### src/rtl/counter_ctrl.sv
// Command-driven sequencer for a WIDTH-bit up-counter: start/pause/resume/stop,
// one-shot or periodic terminal, with registered status outputs.
module counter_ctrl #(
  parameter int WIDTH  = 4,
  parameter int PCNT_W = 8
) (
  input  logic              clk,
  input  logic              rst,
  input  logic              cmd_valid,
  input  logic [1:0]        cmd_op,
  input  logic [WIDTH-1:0]  cmd_load,
  input  logic              cmd_periodic,
  output logic [WIDTH-1:0]  count,
  output logic              busy,
  output logic              paused,
  output logic              done,
  output logic              cmd_err,
  output logic [PCNT_W-1:0] periods
);

  localparam logic [1:0] OP_START  = 2'b00;
  localparam logic [1:0] OP_PAUSE  = 2'b01;
  localparam logic [1:0] OP_RESUME = 2'b10;
  localparam logic [1:0] OP_STOP   = 2'b11;

  localparam logic [PCNT_W-1:0] PCNT_MAX = {PCNT_W{1'b1}};

  typedef enum logic [1:0] {
    ST_IDLE = 2'b00,
    ST_RUN  = 2'b01,
    ST_HOLD = 2'b10
  } state_t;

  state_t             state_r, state_next_s;
  logic [WIDTH-1:0]   count_r, count_next_s;
  logic [WIDTH-1:0]   term_r, term_next_s;
  logic               periodic_r, periodic_next_s;
  logic [PCNT_W-1:0]  periods_r, periods_next_s;
  logic               done_r, done_next_s;
  logic               err_r, err_next_s;
  logic               busy_r, paused_r;

  // Next-state and datapath decode; a command always takes precedence over the terminal check
  always_comb begin
    state_next_s    = state_r;
    count_next_s    = count_r;
    term_next_s     = term_r;
    periodic_next_s = periodic_r;
    periods_next_s  = periods_r;
    done_next_s     = 1'b0;
    err_next_s      = 1'b0;
    case (state_r)
      ST_IDLE: begin
        if (cmd_valid) begin
          if (cmd_op == OP_START) begin
            state_next_s    = ST_RUN;
            count_next_s    = {WIDTH{1'b0}};
            term_next_s     = cmd_load;
            periodic_next_s = cmd_periodic;
            periods_next_s  = {PCNT_W{1'b0}};
          end else begin
            err_next_s = 1'b1;
          end
        end else begin
          state_next_s = ST_IDLE;
        end
      end
      ST_RUN: begin
        if (cmd_valid) begin
          case (cmd_op)
            OP_PAUSE: state_next_s = ST_HOLD;
            OP_STOP:  state_next_s = ST_IDLE;
            default:  err_next_s   = 1'b1;
          endcase
        end else if (count_r == term_r) begin
          done_next_s = 1'b1;
          if (periodic_r) begin
            count_next_s   = {WIDTH{1'b0}};
            periods_next_s = (periods_r == PCNT_MAX) ? periods_r : periods_r + PCNT_W'(1);
          end else begin
            state_next_s = ST_IDLE;
          end
        end else begin
          count_next_s = count_r + WIDTH'(1);
        end
      end
      ST_HOLD: begin
        if (cmd_valid) begin
          case (cmd_op)
            OP_RESUME: state_next_s = ST_RUN;
            OP_STOP:   state_next_s = ST_IDLE;
            default:   err_next_s   = 1'b1;
          endcase
        end else begin
          state_next_s = ST_HOLD;
        end
      end
      default: begin
        state_next_s = ST_IDLE;
      end
    endcase
  end

  // State, datapath and registered status outputs
  always_ff @(posedge clk or negedge rst) begin
    if (!rst) begin
      state_r    <= ST_IDLE;
      count_r    <= {WIDTH{1'b0}};
      term_r     <= {WIDTH{1'b0}};
      periodic_r <= 1'b0;
      periods_r  <= {PCNT_W{1'b0}};
      done_r     <= 1'b0;
      err_r      <= 1'b0;
      busy_r     <= 1'b0;
      paused_r   <= 1'b0;
    end else begin
      state_r    <= state_next_s;
      count_r    <= count_next_s;
      term_r     <= term_next_s;
      periodic_r <= periodic_next_s;
      periods_r  <= periods_next_s;
      done_r     <= done_next_s;
      err_r      <= err_next_s;
      busy_r     <= (state_next_s != ST_IDLE);
      paused_r   <= (state_next_s == ST_HOLD);
    end
  end

  assign count   = count_r;
  assign busy    = busy_r;
  assign paused  = paused_r;
  assign done    = done_r;
  assign cmd_err = err_r;
  assign periods = periods_r;

endmodule

### config.mk
export PLATFORM = sky130hd
export DESIGN_NAME = counter_ctrl
export DESIGN_NICKNAME = d
export VERILOG_FILES = /design/src/rtl/counter_ctrl.sv
export SDC_FILE = /design/constraint.sdc
export NUM_CORES = 1
export LEC_CHECK = 0
export CAP_MARGIN = 40
export CELL_PAD_IN_SITES_DETAIL_PLACEMENT = 0
export CELL_PAD_IN_SITES_GLOBAL_PLACEMENT = 1
export CORE_ASPECT_RATIO = 0.75
export CORE_MARGIN = 2
export CORE_UTILIZATION = 30
export CTS_BUF_LIST = sky130_fd_sc_hd__clkbuf_8
export DETAILED_ROUTE_END_ITERATION = 6
export MAX_ROUTING_LAYER = met4
export PLACE_DENSITY_LB_ADDON = 0.1
export SLEW_MARGIN = 20
export SYNTH_ARGS = -nofsm -noshare
export SYNTH_HDL_FRONTEND = slang
export SYNTH_SLANG_ARGS = --single-unit
### constraint.sdc
create_clock -name clk -period 2.68 [get_ports clk]
set_input_delay 0.804 -clock clk [delete_from_list [all_inputs] [get_ports clk]]
set_output_delay 0.804 -clock clk [all_outputs]
set_load 0.02 [all_outputs]
==> flow_summary.toml <==
[synth]
async_reset_ff_share_pct = 100
synth.most_common_cell = "sky130_fd_sc_hd__dfrtp_1"
netlist_instances = 134
synth_fp_nets = 150
synth.yosys.warnings = 0
synth.area.top_cells = "sky130_fd_sc_hd__dfrtp_1, sky130_fd_sc_hd__ha_1, sky130_fd_sc_hd__mux2_2"
synth_sequential_area_ratio_pct = 41.5
synth_top_flop_cell = "sky130_fd_sc_hd__dfrtp_1"
synth_top_area_share_pct = 41.5
mappedNetlistArea_um2 = 1390
syn-mean-instance-area_um2 = 10.4
synth_common_cells = "sky130_fd_sc_hd__dfrtp_1, sky130_fd_sc_hd__nand2_1, sky130_fd_sc_hd__nand3_1, sky130_fd_sc_hd__a21oi_1, sky130_fd_sc_hd__ha_1"
synth_enable_flop_cells = 0
ys_seq_elements = 23
synth.lib_cells_used.distinct = 45
yosysTopAreaCell = "sky130_fd_sc_hd__dfrtp_1"

[global_route]
gr-total-overflow = 0
met1_resource_use_gr_pct = 19.4
grt_start_max_net_pins = 24
all_layer_gr_usage_pct = 14.6
grt.met3_usage_pct = 3.47
grt_antenna_before_repair = 0
busiest_layer = "met2"
first_global_vias = 1160
first_pass_grt_wire_length_um = 5600
groute.layer.met2.usage_pct = 22.7

[clock_network]
clock-sinks = 23
worstSkewPairLatency_ns = 0.27
cts_repair_resized_insts = 0
postCtsHoldBufs = 0
clock_transition_at_path_regs_ns = 0.08
max-clock-path-buffers = 2
cts.root.buffer_cell = "sky130_fd_sc_hd__clkbuf_8"
htreeDepth = 1
tritoncts.num_buffers = 3
cts_tree = "done"
cts.repair_timing.setup_buffer_count = 0

[placed_design]
dp.final_hpwl_um = 2470
globalplace.congestion = 0.777
port_buffers = 25

[floorplanning]
start_util_pct = 31.1
chipHeight_um = 62.9
die-area_um2 = 5190
floorplan.io_pins = 26
core_um2 = 4470
floorplan.die.width_um = 82.5
placement_rows = 21

[critical_path]
critical_path.n_buffers_inverters = 1
setup.worst_path.start_class = "input pin"
worst_path_largest_cell_delay_ns = 0.45
worst_path_dominant_cell_family = "simple AND/OR/NAND/NOR gates"
critical_path_required_ns = 2.88
critPathArrivalTime_ns = 2.51
slowest_stage = "sky130_fd_sc_hd__or4_1"
crit_path_end_kind = "flop"
timing_worst_setup_path_type = "input pin to flop"
path_cells = "clkdlybuf4s50_1 -> nand4bb_1 -> a31oi_1 -> nand2_1 -> or4_1 -> a21boi_1"
critical_path_peak_fanout = 8

[finish]
synthToLayoutAreaGrowth_pct = 29.4
finish.net_count = 184
diodes = 0
post_route_cells_drive_above_1_share_pct = 15.0
fin_util_pct = 40.2

[timing]
layout_worst_path_cycle_share_pct = 86.4
final-setup-viol-count = 0
worst_slew_pin_slew_ns = 0.640
finalMaxSlewViolations = 0
fin_setup_tns_ns = 0
timing.fmax_mhz = 432
setup_repair_after_global_routing_missed_its_margin = "false"
max_slew_margin_pct = 57.3
finalHoldViolations = 0
fin_crit_ns = 2.32
fin_skew_ns = 0.00187

[route]
vias = 1145
drtAntennaViolNets = 0
drt-wirelength-per-cell_um = 14.6
drc = 0
routed_wl_um = 3260
drt_first_iter_violations = 53
detail_route.vias_per_cell = 5.11
drtPass1Iterations = 4

[power]
p_per_area_nw_per_um2 = 811
total_power_mw = 1.46
peakVddDrop_v = 0.000337
power.static_leakage_nw = 0.775

[job]
cap_viol_max_count = 0

[min_path]
holdCritPathClass = "flop to flop"

[run_status]
status = "complete, no violations"
==> cell type report <==
cell class | instances | area [µm²]
clock buffers | 3 | 41.3
clock inverters | 1 | 3.75
fillers | 456 | 2670
inverters | 4 | 15.0
multi-input cells | 102 | 771
flip-flops and latches | 23 | 576
well taps | 57 | 71.3
repair buffers | 34 | 318
==> metrics by stage <==
step           instance area [µm²]  hold WS (ns)  cells  worst slack, ns
2_1_floorplan                 1390         0.501    134            0.531
3_3_place_gp                  1750         0.512    220            0.158
3_5_place_dp                  1750         0.517    220           0.0780
4_1_cts                       1800         0.537    224            0.354
5_1_grt                       1800         0.568    224            0.197
6_report                      1800         0.534    224            0.363
==> kinds of logic (layout without fill, tap and decap cells) <==
| family | Yosys count | after routing | synth area share (%) |
|---|---|---|---|
| muxes | 6 | 6 | 4.78 |
| adders and majority gates | 6 | 6 | 5.41 |
| buffers and inverters | 9 | 42 | 2.97 |
| xor gates and xnor gates | 6 | 6 | 3.79 |
| DFF | 23 | 23 | 41.5 |
| and+or+nand+nor | 53 | 53 | 24.6 |
| AOI/OAI and AO/OA | 31 | 31 | 17.0 |
==> routing by layer <==
layer  up-vias  share of wire, %
met4         0              0.83
met3         5               3.5
met1       554                48
met5         -                 0
met2        19                47
li1        567                 -
==> worst paths after layout <==
path | start | end | slack [ns] | depth (start not counted)
max | cmd_valid | periods[7] | 0.36 | 6
min | term_r[1] | term_r[1] | 0.53 | 1
max reg2reg | state_r[0] | periods[7] | 0.52 | 7
min reg2reg | term_r[1] | term_r[1] | 0.53 | 1
max in group asynchronous | rst | count[3] | 1.55 | 2
min in group asynchronous | rst | state_r[1] | 0.89 | 2
==> worst reg2reg max path, delay by kind of cell (launching register included) <==
family | cells | cell delay [ns]
adder cells (fa/ha/maj) | 1 | 0.25
AND/OR/NAND/NOR | 3 | 0.93
buffers and inverters | 1 | 0.10
flip-flops | 1 | 0.45
AO/OA/AOI/OAI | 2 | 0.36
==> layout by cell type, fill, tap and decap left out, types with 3 or more instances in the layout <==
cell,synthesis,layout
sky130_fd_sc_hd__buf_4,0,9
sky130_fd_sc_hd__dfrtp_1,23,23
sky130_fd_sc_hd__nand2b_1,3,3
sky130_fd_sc_hd__nand2_1,12,12
sky130_fd_sc_hd__a22o_1,3,3
sky130_fd_sc_hd__clkdlybuf4s50_1,0,25
sky130_fd_sc_hd__and3_1,4,4
sky130_fd_sc_hd__ha_1,6,6
sky130_fd_sc_hd__nor2_1,5,5
sky130_fd_sc_hd__o21ai_0,3,3
sky130_fd_sc_hd__xor2_1,5,5
sky130_fd_sc_hd__mux2_2,5,5
sky130_fd_sc_hd__clkbuf_8,0,3
sky130_fd_sc_hd__nand3_1,10,10
sky130_fd_sc_hd__a31oi_1,3,3
sky130_fd_sc_hd__inv_1,4,5
sky130_fd_sc_hd__a211o_1,3,3
sky130_fd_sc_hd__a21oi_1,6,6
==> flip-flops by register name, indices dropped and copies added, names as in the netlist <==
signal / count
paused: 1
cmd_err: 1
done: 1
term_r: 4
count: 4
periods: 8
periodic_r: 1
state_r: 2
busy: 1
==> power breakdown <==
| group | switching, mW | internal (mW) |
|---|---|---|
| registers | 0.111 | 0.451 |
| logic | 0.350 | 0.325 |
| clock network | 0.116 | 0.102 |
| total | 0.577 | 0.879 |
No activity file was read; power rests on OpenSTA's default activity.
